**src/rtl/core_rvfi_checker_regs.sv**
```systemverilog
// Shadow architectural register file: 32 x XLEN values with a known bit each.
// x0 always reads as known zero; writes commit on the retiring edge.
module core_rvfi_checker_regs #(
   parameter int XLEN = 64
) (
   input  logic            clk_i,
   input  logic            rst_i,
   input  logic [4:0]      rs1_addr_i,
   output logic [XLEN-1:0] rs1_data_o,
   output logic            rs1_known_o,
   input  logic [4:0]      rs2_addr_i,
   output logic [XLEN-1:0] rs2_data_o,
   output logic            rs2_known_o,
   input  logic            we_i,
   input  logic [4:0]      wr_addr_i,
   input  logic [XLEN-1:0] wr_data_i
);

   logic [XLEN-1:0] data_q [32];
   logic [31:0]     known_q;
   logic            wr_ok;

   assign wr_ok = we_i && (wr_addr_i != 5'd0);

   // NOTE: non-blocking assignments in clocked blocks so every register
   // samples pre-edge values, independent of process evaluation order.
   always_ff @(posedge clk_i or posedge rst_i) begin
      if (rst_i) begin
         known_q <= '0;
      end else if (wr_ok) begin
         known_q[wr_addr_i] <= 1'b1;
      end
   end

   // NOTE: the value array is deliberately not reset; the known bits gate
   // every use, so clearing them is enough and keeps this a plain RAM.
   always_ff @(posedge clk_i) begin
      if (wr_ok) begin
         data_q[wr_addr_i] <= wr_data_i;
      end
   end

   // A write from retirement N lands on the edge that retires it, so the
   // combinational read for retirement N+1 already sees the new value.
   assign rs1_known_o = (rs1_addr_i == 5'd0) || known_q[rs1_addr_i];
   assign rs2_known_o = (rs2_addr_i == 5'd0) || known_q[rs2_addr_i];
   assign rs1_data_o  = (rs1_addr_i == 5'd0) ? '0 : data_q[rs1_addr_i];
   assign rs2_data_o  = (rs2_addr_i == 5'd0) ? '0 : data_q[rs2_addr_i];

endmodule

```
**config.mk**
```make
export PLATFORM = sky130hd
export DESIGN_NAME = core_rvfi_checker_regs
export DESIGN_NICKNAME = d
export VERILOG_FILES = /design/src/rtl/core_rvfi_checker_regs.sv
export SDC_FILE = /design/constraint.sdc
export NUM_CORES = 2
export LEC_CHECK = 0
export ABC_CLOCK_PERIOD_IN_PS = 5900
export CAP_MARGIN = 20
export CORE_ASPECT_RATIO = 1.5
export CORE_MARGIN = 2
export CORE_UTILIZATION = 40
export CTS_BUF_LIST = sky130_fd_sc_hd__clkbuf_2 sky130_fd_sc_hd__clkbuf_4 sky130_fd_sc_hd__clkbuf_8
export CTS_CLUSTER_DIAMETER = 200
export DETAILED_ROUTE_END_ITERATION = 16
export PLACE_DENSITY = 0.56
export SLEW_MARGIN = 20
export SYNTH_ARGS = -nofsm -noshare
export SYNTH_HDL_FRONTEND = slang
export SYNTH_SLANG_ARGS = --single-unit
```
**constraint.sdc**
```tcl
create_clock -name clk_i -period 5.9 [get_ports clk_i]
set_input_delay 1.77 -clock clk_i [delete_from_list [all_inputs] [get_ports clk_i]]
set_output_delay 1.77 -clock clk_i [all_outputs]
set_load 0.01 [all_outputs]
```
==> summary.md <==
| Metric | Value |
|---|---|
| Setup WS pre-CTS | `-465 ps` |
| Vias | `55500` |
| Max Slew Vio Count | `0` |
| Vias in the first global route | `58100` |
| Synth Area in Simple Gates | `1.48%` |
| Asr flop ratio synth | `1.54%` |
| Dpl cell area | `107000 µm²` |
| Die height | `604 µm` |
| Headroom to the max-slew limit | `24.2%` |
| Largest net degree at the start of global routing | `66` |
| Clk sink count | `2080` |
| Worst-Skew Late Latency | `950 ps` |
| Slew @ Worst Pin | `1130 ps` |
| Number of max-cap violations | `0` |
| Mux cell area share after synthesis | `28.6%` |
| Count of final setup violators | `8` |
| Fraction of layout cells with a size suffix above 1 | `43.4%` |
| Core box area | `239000 µm²` |
| Synthesis warning total | `0` |
| Post-route ant nets | `0` |
| Initial Util | `40.1%` |
| Status | `finished, violations left` |
| DR pass1 iterations | `5` |
| Top FF cell, synth | `edfxtp_1` |
| Synth Area in Compound Gates | `2.81%` |
| RSZ-0062 raised after global routing | `true` |
| CP max FO | `21` |
| DRC Markers | `0` |
| Mean Syn Cell Area | `21.2 µm²` |
| Failing checks | `setup timing` |
| Post-Layout Inst Area | `115000 µm²` |
| Register area share after synthesis | `65.0%` |
| Post-synthesis xor/xnor area fraction | `0%` |
| Worst Reg-to-Reg Cells | `1` |
| Final Routed Wirelength | `327000 µm` |
| Nets | `5524` |
| Die W | `404 µm` |
| Syn Inst Count | `4529` |
| Iteration-0 DRC count of the detailed router | `6591` |
| Initial antenna violation count | `32` |
| RePlAce Congestion | `0.823` |
| Commonest non-fill, non-tap cell in the layout | `edfxtp_1` |
| Die ar. | `244000 µm²` |
| Hpwl dp | `197000 µm` |
| FMAX | `169 MHz` |
| WHS Path Cells | `0` |
| CTS Hold Bufs | `0` |
| Worst VDD drop | `0.175 mV` |
| WHS | `399 ps` |
| H-tree depth | `5` |
| First-pass GRT wire length | `452000 µm` |
| Vias per cell | `6.31` |
| Yosys reg bits | `2080` |
| Fin worst setup slack | `-23.8 ps` |
| LEAKAGE | `38.4 nW` |
| Clock Tree Root | `clkbuf_8` |
| Post-synthesis adder-cell area fraction | `0%` |
| Grt ovf | `0` |
| Area growth, synth to finish | `20.2%` |
| Tot Pwr | `32.6 mW` |
| Worst endpoint data arrival time | `4150 ps` |
| CP Class | `input port to output port` |
| Cell Area, Synth | `95900 µm²` |
| IO Pins | `212` |
| Final worst-path cycle share | `100%` |
| All-Layer GR Usage | `26.6%` |
| Rows | `220` |
| CTS tree | `yes` |
| Pwr dens | `283 nW/µm²` |
| Min cycle time layout | `5920 ps` |
| Max clock buf depth | `4` |
| Final hold viol count | `0` |
| Clock slew at reported path FFs | `60 ps` |
| Worst Skew | `0 ps` |
| Largest family of logic cells by synthesized area | `multiplexers` |
| Setup TNS | `-118 ps` |
| Routed wire per std cell | `37.1 µm` |
| EDFF count, synth | `2048` |
| Port Buf Inserts | `211` |
| Total CTS buffers | `325` |
| Commonest cells after routing, fill and taps aside | `edfxtp_1, mux4_2, buf_4` |
| Hold Crit Class | `register to register` |
| Startpoint Class | `input port` |
| CP Data Required Time | `4130 ps` |
| Synth cell types | `51` |
| Crit. End Element | `output port` |
[final timing paths]
check                                  startpoint                      end  slack, ps
setup / recovery                    rs2_addr_i[0]           rs2_data_o[35]        -20
hold / removal             known_q[0]$_DFFE_PP0N_   known_q[0]$_DFFE_PP0N_        400
setup reg to reg           known_q[2]$_DFFE_PP0N_   known_q[2]$_DFFE_PP0N_       5080
hold reg to reg            known_q[0]$_DFFE_PP0N_   known_q[0]$_DFFE_PP0N_        400
max in group asynchronous                   rst_i  known_q[14]$_DFFE_PP0N_       4300
min in group asynchronous                   rst_i   known_q[3]$_DFFE_PP0N_       1270
[logic make-up after synthesis]
logic type	after synthesis
and+or+nand+nor	279
buffers and inverters	357
DFF	2080
other	1
AOI/OAI and AO/OA	374
muxes	1438
[routing by layer]
metal  wire (µm)  track usage, %  vias to the layer above
li1            -               -                    21800
met1      127000            35.0                    30600
met2      165000            45.2                     2537
met3       24000            4.43                      555
met4       10800            8.37                       24
met5         136               0                        -
[critical path: stages]
cell and delay (ps):
buf_16 150, buf_16 240, buf_12 210, mux4_2 510
mux2_2 320, o22ai_2 170, nor4_2 100, buf_4 150
clkdlybuf4s50_1 460
[sequential cells by signal (all words and copies together), names as in the netlist]
| signal | count |
|---|---|
| known_q | 32 |
| data_q | 2048 |
[power by group]
part	leakage, nW	switching [mW]	internal [mW]	total [mW]
combinational	16.2	1.88	1.77	3.65
sequential	18.9	0.117	16.5	16.6
clock	3.33	5.80	6.51	12.3
total	38.4	7.79	24.8	32.6
[through the flow]
| stage | util, % | cells |
|---|---|---|
| 5_1_grt | 48.2 | 8790 |
| 4_1_cts | 48.0 | 8753 |
| 3_3_place_gp | 44.9 | 8154 |
| 2_1_floorplan | - | 4592 |
| 6_report | 48.2 | 8796 |
| 3_5_place_dp | 44.9 | 8156 |
[cell usage after synthesis, types with 2 or more instances]
| cell type | instances | area share (%) |
|---|---|---|
| edfxtp_1 | 2048 | 64 |
| mux4_2 | 1037 | 24 |
| mux2i_1 | 322 | 3.4 |
| o22ai_1 | 126 | 0.82 |
| clkbuf_1 | 122 | 0.48 |
| buf_2 | 107 | 0.56 |
| mux2_2 | 79 | 0.93 |
| nand2_1 | 67 | 0.26 |
| a21o_1 | 58 | 0.45 |
| nor2_1 | 51 | 0.20 |
| buf_6 | 48 | 0.56 |
| or2_2 | 43 | 0.28 |
| buf_4 | 39 | 0.31 |
| o221ai_1 | 35 | 0.32 |
| buf_1 | 34 | 0.13 |
| a211oi_1 | 33 | 0.26 |
| dfrtp_1 | 32 | 0.84 |
| a221oi_1 | 28 | 0.26 |
| nor3_1 | 27 | 0.14 |
| nor2b_1 | 24 | 0.16 |
| o21ai_0 | 20 | 0.10 |
| a21oi_1 | 19 | 0.099 |
| nand2b_1 | 18 | 0.12 |
| nand3_1 | 13 | 0.068 |
| a2111oi_0 | 12 | 0.11 |
| and3_1 | 12 | 0.078 |
| nor4_1 | 12 | 0.078 |
| a22o_1 | 9 | 0.082 |
| a221o_1 | 8 | 0.084 |
| o22a_1 | 6 | 0.055 |
| a31oi_1 | 5 | 0.033 |
| a211o_1 | 4 | 0.037 |
| o31ai_1 | 4 | 0.031 |
| a32oi_1 | 3 | 0.027 |
| inv_1 | 3 | 0.012 |
| a2bb2oi_1 | 2 | 0.018 |
| clkinv_1 | 2 | 0.0078 |
| nand3b_1 | 2 | 0.016 |
| nor3b_1 | 2 | 0.016 |
| or4_1 | 2 | 0.016 |
[final cells by class]
class / instances / area [µm²]
fillers: 19800 / 124000
flip-flops and latches: 2080 / 62300
multi-input cells: 2155 / 32600
repair buffers: 874 / 10100
clock buffers: 431 / 5360
well taps: 3108 / 3890
clock inverters: 130 / 940
inverters: 6 / 38.8
diodes: 12 / 30.0
[timing repair]
item                                    4_1_cts  5_1_grt
gates resized for setup                     179       73
pin swaps                                     5        5
buffers inserted                             24       29
endpoints found under the setup margin      129       57
cloned                                       13        2
Power figures use the tool's default switching activity.
